File: src/rtl/tangram_layer_arbiter.sv
// Per-pixel z-order arbiter: picks the topmost hitting piece and commits raise requests at frame start.
// Optional highlight inversion of the last raised piece is enabled by TANGRAM_LAYER_HIGHLIGHT_EN.
module tangram_layer_arbiter #(
    parameter int unsigned NUM_PIECES = 7,
    parameter int unsigned ID_W       = 3,
    parameter int unsigned HL_FRAMES  = 30
) (
    input  logic                     clk,
    input  logic                     clr,
    input  logic                     hsync_in,
    input  logic                     vsync_in,
    input  logic                     vidon_in,
    input  logic                     frame_start,
    input  logic [NUM_PIECES-1:0]    hit,
    input  logic [12*NUM_PIECES-1:0] color,
    input  logic [11:0]              bg_color,
    input  logic                     raise_valid,
    input  logic [ID_W-1:0]          raise_id,
    output logic                     raise_ready,
    output logic [11:0]              rgb,
    output logic                     hsync,
    output logic                     vsync,
    output logic [ID_W-1:0]          top_id,
    output logic [ID_W-1:0]          sel_id,
    output logic                     sel_valid
);
    localparam int unsigned NumIds = 2 ** ID_W;

    typedef enum logic {StIdle, StPend} state_e;

    state_e          state_q, state_d;
    logic [ID_W-1:0] req_id_q, req_id_d;
    logic [ID_W-1:0] zo_q [NUM_PIECES];
    logic [ID_W-1:0] zo_d [NUM_PIECES];
    logic [11:0]     rgb_q, rgb_d;
    logic            hsync_q, vsync_q;
    logic [ID_W-1:0] sel_id_q, sel_id_d;
    logic            sel_valid_q, sel_valid_d;

    logic [NumIds-1:0] hit_ext;
    logic [11:0]       color_arr [NumIds];
    logic              win;
    logic [ID_W-1:0]   win_id;
    logic              apply_ok;
    logic              shift;
    logic              hl_on;

    // Ids are widened to the full id space so out-of-range ids index harmlessly.
    always_comb begin
        hit_ext = NumIds'(hit);
        for (int i = 0; i < NumIds; i++) color_arr[i] = '0;
        for (int i = 0; i < NUM_PIECES; i++) color_arr[i] = color[12*i +: 12];
    end

    // Ascending scan: a later (higher-depth) hit overrides, so the topmost wins.
    always_comb begin
        win    = 1'b0;
        win_id = '0;
        for (int k = 0; k < NUM_PIECES; k++) begin
            if (hit_ext[zo_q[k]]) begin
                win    = 1'b1;
                win_id = zo_q[k];
            end
        end
    end

    assign apply_ok = (state_q == StPend) && frame_start && (32'(req_id_q) < NUM_PIECES);

    always_comb begin
        state_d  = state_q;
        req_id_d = req_id_q;
        unique case (state_q)
            StIdle: begin
                if (raise_valid) begin
                    req_id_d = raise_id;
                    state_d  = StPend;
                end
            end
            StPend: begin
                if (frame_start) state_d = StIdle;
            end
            default: state_d = StIdle;
        endcase
    end

    // Everything from the requested piece upward slides down one slot; the piece lands on top.
    always_comb begin
        zo_d  = zo_q;
        shift = 1'b0;
        if (apply_ok) begin
            for (int k = 0; k < NUM_PIECES - 1; k++) begin
                if (zo_q[k] == req_id_q) shift = 1'b1;
                if (shift) zo_d[k] = zo_q[k+1];
            end
            zo_d[NUM_PIECES-1] = req_id_q;
        end
    end

`ifdef TANGRAM_LAYER_HIGHLIGHT_EN
    logic [7:0]      hl_cnt_q, hl_cnt_d;
    logic [ID_W-1:0] hl_id_q, hl_id_d;

    always_comb begin
        hl_cnt_d = hl_cnt_q;
        hl_id_d  = hl_id_q;
        if (apply_ok) begin
            hl_cnt_d = 8'(HL_FRAMES);
            hl_id_d  = req_id_q;
        end else if (frame_start && hl_cnt_q != 8'd0) begin
            hl_cnt_d = hl_cnt_q - 8'd1;
        end
    end

    always_ff @(posedge clk or negedge clr) begin
        if (!clr) begin
            hl_cnt_q <= 8'd0;
            hl_id_q  <= '0;
        end else begin
            hl_cnt_q <= hl_cnt_d;
            hl_id_q  <= hl_id_d;
        end
    end

    assign hl_on = (hl_cnt_q != 8'd0) && (win_id == hl_id_q);
`else
    logic unused_hl_frames;
    assign unused_hl_frames = ^HL_FRAMES;
    assign hl_on            = 1'b0;
`endif

    always_comb begin
        rgb_d       = 12'h000;
        sel_valid_d = 1'b0;
        sel_id_d    = sel_id_q;
        if (vidon_in) begin
            if (win) begin
                rgb_d       = hl_on ? ~color_arr[win_id] : color_arr[win_id];
                sel_id_d    = win_id;
                sel_valid_d = 1'b1;
            end else begin
                rgb_d = bg_color;
            end
        end
    end

    always_ff @(posedge clk or negedge clr) begin
        if (!clr) begin
            state_q     <= StIdle;
            req_id_q    <= '0;
            for (int k = 0; k < NUM_PIECES; k++) zo_q[k] <= ID_W'(k);
            rgb_q       <= 12'h000;
            hsync_q     <= 1'b1;
            vsync_q     <= 1'b1;
            sel_id_q    <= '0;
            sel_valid_q <= 1'b0;
        end else begin
            state_q     <= state_d;
            req_id_q    <= req_id_d;
            zo_q        <= zo_d;
            rgb_q       <= rgb_d;
            hsync_q     <= hsync_in;
            vsync_q     <= vsync_in;
            sel_id_q    <= sel_id_d;
            sel_valid_q <= sel_valid_d;
        end
    end

    assign raise_ready = (state_q == StIdle);
    assign top_id      = zo_q[NUM_PIECES-1];
    assign rgb         = rgb_q;
    assign hsync       = hsync_q;
    assign vsync       = vsync_q;
    assign sel_id      = sel_id_q;
    assign sel_valid   = sel_valid_q;

endmodule
File: config.mk
export PLATFORM = sky130hd
export DESIGN_NAME = tangram_layer_arbiter
export DESIGN_NICKNAME = d
export VERILOG_FILES = /design/src/rtl/tangram_layer_arbiter.sv
export SDC_FILE = /design/constraint.sdc
export NUM_CORES = 1
export LEC_CHECK = 0
export CAP_MARGIN = 25
export CORE_UTILIZATION = 47
export DETAILED_ROUTE_END_ITERATION = 16
export GPL_TIMING_DRIVEN = 0
export PLACE_DENSITY = 0.9
export SLEW_MARGIN = 10
export SYNTH_ARGS = -nofsm -noshare
export SYNTH_HDL_FRONTEND = slang
export SYNTH_SLANG_ARGS = --single-unit
File: constraint.sdc
create_clock -name clk -period 8 [get_ports clk]
set_input_delay 1.6 -clock clk [delete_from_list [all_inputs] [get_ports clk]]
set_output_delay 1.6 -clock clk [all_outputs]
set_load 0.005 [all_outputs]
==> metrics.yaml <==
setup_path:
  arrival_ps: 4640
  criticalPathCategory: "primary input to flop"
  cp-startpoint: "hit[6]"
  cp_slowest_stage_delay_ps: 600
  critPathRequiredTime_ps: 8180
  slowest_stage: "clkdlybuf4s50_1"
  cp-start-kind: "primary input"
  rr_startpoint: "zo_q[13]$_DFFE_PN1P_"
  critPathCaptureType: "flop"
  path_cells: "clkdlybuf4s50_1 -> mux2_1 -> mux4_2 -> mux2i_1 -> o311a_4 -> o21ai_4 -> buf_6 -> a21boi_0 -> o21ai_0 -> nand4_1"
  cp_max_fo: 10
cts:
  hold_buffers: 0
  cts.repair.resized: 0
  clockBufferDepth: 2
  clk_pin_slew_worst_paths_ps: 90
  numCtsBuffers: 5
  cts.sinks: 43
  cts_root_buf: "clkbuf_8"
  clk_latency_ps: 310
  ctsHtreeMaxLevel: 2
  cts_tree: "yes"
  cts_setup_buffers: 0
routing:
  drtIter0Drc: 155
  drc_errors: 0
  detail_route.wl_per_cell_um: 18.5
  wl_um: 11800
  ant_nets: 0
  vias: 3733
  first_pass_iters: 4
  via_per_inst: 5.88
grt:
  grt_max_degree: 33
  overflow: 0
  grt_usage_pct: 28.6
  antenna_found_initial: 0
  grt_pass1_wl_um: 18600
  grt_pass1_vias: 3818
placement:
  dp_hpwl_um: 9460
  port-buffer-count: 134
  post_dp_cell_area_um2: 5200
  gp_congestion: 0.959
worst_hold_path:
  hp-start: "sel_id[2]$_DFFE_PN0P_"
  hp-class: "flop to flop"
sta:
  setup_viol: 0
  fin_crit_sh_pct: 55.7
  max_clock_freq_mhz: 224
  drv_slew: 0
  fin_skew_ps: 5.35
  slew_headroom_pct: 46.0
  hold_violations: 0
  worst_pin_slew_ps: 800
  fin_crit_ps: 4460
  tns_ps: 0
  rsz0062_at_grt: "no"
floorplan:
  chipHeight_um: 90.9
  start_util_pct: 48.3
  fp.dieW_um: 90.9
  die_area_um2: 8270
  io_pins: 135
  row_count: 32
  core_area_um2: 7690
synthesis:
  avgSynthCellArea_um2: 9.53
  ys_ff_latch: 43
  ys_warn_count: 0
  synth-seq-area-share_pct: 29.3
  yosysUniqueCellTypes: 63
  syn_inst: 390
  synth-edff-count: 0
  synth_area_um2: 3720
  synth_nets: 503
  synth_ff_type: "dfrtp_1"
  async_flop_share_pct: 100
power_and_ir_drop:
  irDropWorstVdd_uv: 245
  power_density_nw_per_um2: 383
  leakage_nw: 2.07
finish:
  final_cell_area_um2: 5310
  final_common_cell: "clkdlybuf4s50_1"
  drive_gt1_share_pct: 17.4
  final_cell_mix: "clkdlybuf4s50_1 (133), o21a_1 (38), dfrtp_1 (32), a21boi_0 (22), o21ai_0 (22)"
  nNetsFinal: 645
  fillers: 612
  area.growth.synth_to_final_pct: 43.0
  fin_util_pct: 69.1
  diodes: 0
flow_run:
  maxCapViolCount: 0
run_status:
  status: "finished clean"
report_power, final:
part	leakage, nW	switching (mW)	total (mW)	internal (mW)
logic	1.50	0.784	1.47	0.683
registers	0.516	0.0634	0.387	0.324
clock network	0.0581	0.0861	0.179	0.0931
worst paths after layout:
path / slack, ps / cells after the start / to
worst max-delay path: 3540 / 10 / rgb[8]$_DFF_PN0_
worst min-delay path: 490 / 2 / sel_id[2]$_DFFE_PN0P_
worst max register to register: 4880 / 12 / rgb[2]$_DFF_PN0_
worst min register to register: 490 / 2 / sel_id[2]$_DFFE_PN0P_
max in group asynchronous: 6290 / 2 / top_id[1]$_DFFE_PN1P_
min in group asynchronous: 1170 / 1 / sel_id[2]$_DFFE_PN0P_
kinds of logic after synthesis:
group	Yosys count	share of synthesized area, %
AO/OA/AOI/OAI	167	32.9
multiplexers	48	15.9
buffers and inverters	43	6.94
AND/OR/NAND/NOR	72	10.9
flip-flops	43	29.3
XOR/XNOR	17	4.01
worst max-delay path, delay by kind of cell:
kind                   cells  cell delay, ps
and+or+nand+nor            1             130
buffers and inverters      2             780
AOI/OAI and AO/OA          4            1000
muxes                      3            1130
sequential cells by signal, indices dropped and copies added, names as in the netlist:
register / cells
zo_q: 18
sel_id: 3
rgb: 12
sel_valid: 1
top_id: 3
hsync: 1
req_id_q: 3
vsync: 1
state_q: 1
layer usage:
metal  global-route usage, %  wire, µm
met1                    33.4      4550
met2                    51.5      6110
met3                    5.47       744
met4                    11.0       349
met5                       0         0
area by class of cell:
class,instances,area (µm²),share of cell area (%)
multi-input combinational,304,2370,44.6
timing repair buffer,135,1360,25.5
clock buffer,5,68.8,1.30
clock inverter,3,43.8,0.824
buffer,35,228,4.29
inverter,8,30.0,0.565
tap,102,128,2.40
sequential,43,1090,20.5
cell usage after synthesis, types with 3 or more instances:
library cell | instances | area share, %
o21a_1 | 38 | 7.7
dfrtp_1 | 32 | 22
a21boi_0 | 22 | 4.4
o21ai_0 | 22 | 3.0
mux2_2 | 18 | 5.5
a21boi_1 | 14 | 2.8
mux2i_1 | 14 | 3.8
nand2_1 | 14 | 1.4
a22oi_1 | 13 | 2.6
nand4_1 | 13 | 2.2
buf_2 | 11 | 1.5
clkbuf_1 | 11 | 1.1
dfstp_2 | 11 | 7.8
o21ai_1 | 11 | 1.5
nor2b_1 | 10 | 1.7
o21ai_2 | 10 | 2.4
xnor2_1 | 10 | 2.4
buf_6 | 9 | 2.7
nor2_1 | 9 | 0.91
mux2_1 | 8 | 2.4
inv_1 | 7 | 0.71
xor2_1 | 7 | 1.6
a21oi_1 | 6 | 0.81
nand2b_1 | 6 | 1.0
mux4_2 | 5 | 3.0
buf_4 | 4 | 0.81
nand3_1 | 4 | 0.54
o22a_1 | 4 | 0.94
o22ai_1 | 4 | 0.67
mux2_4 | 3 | 1.2
nor3_1 | 3 | 0.40
metrics by stage:
step / worst slack (ps) / hold slack [ps] / cells / power [mW]
floorplan: 4270 / 469 / 390 / 1.44
global route: 3410 / 541 / 635 / 2.17
finish: 3540 / 494 / 635 / 2.03
detailed placement: 3260 / 468 / 627 / 1.84
CTS: 3580 / 494 / 635 / 2.02
global placement: 3320 / 471 / 626 / 1.80
No activity file was read; power rests on OpenSTA's default activity.
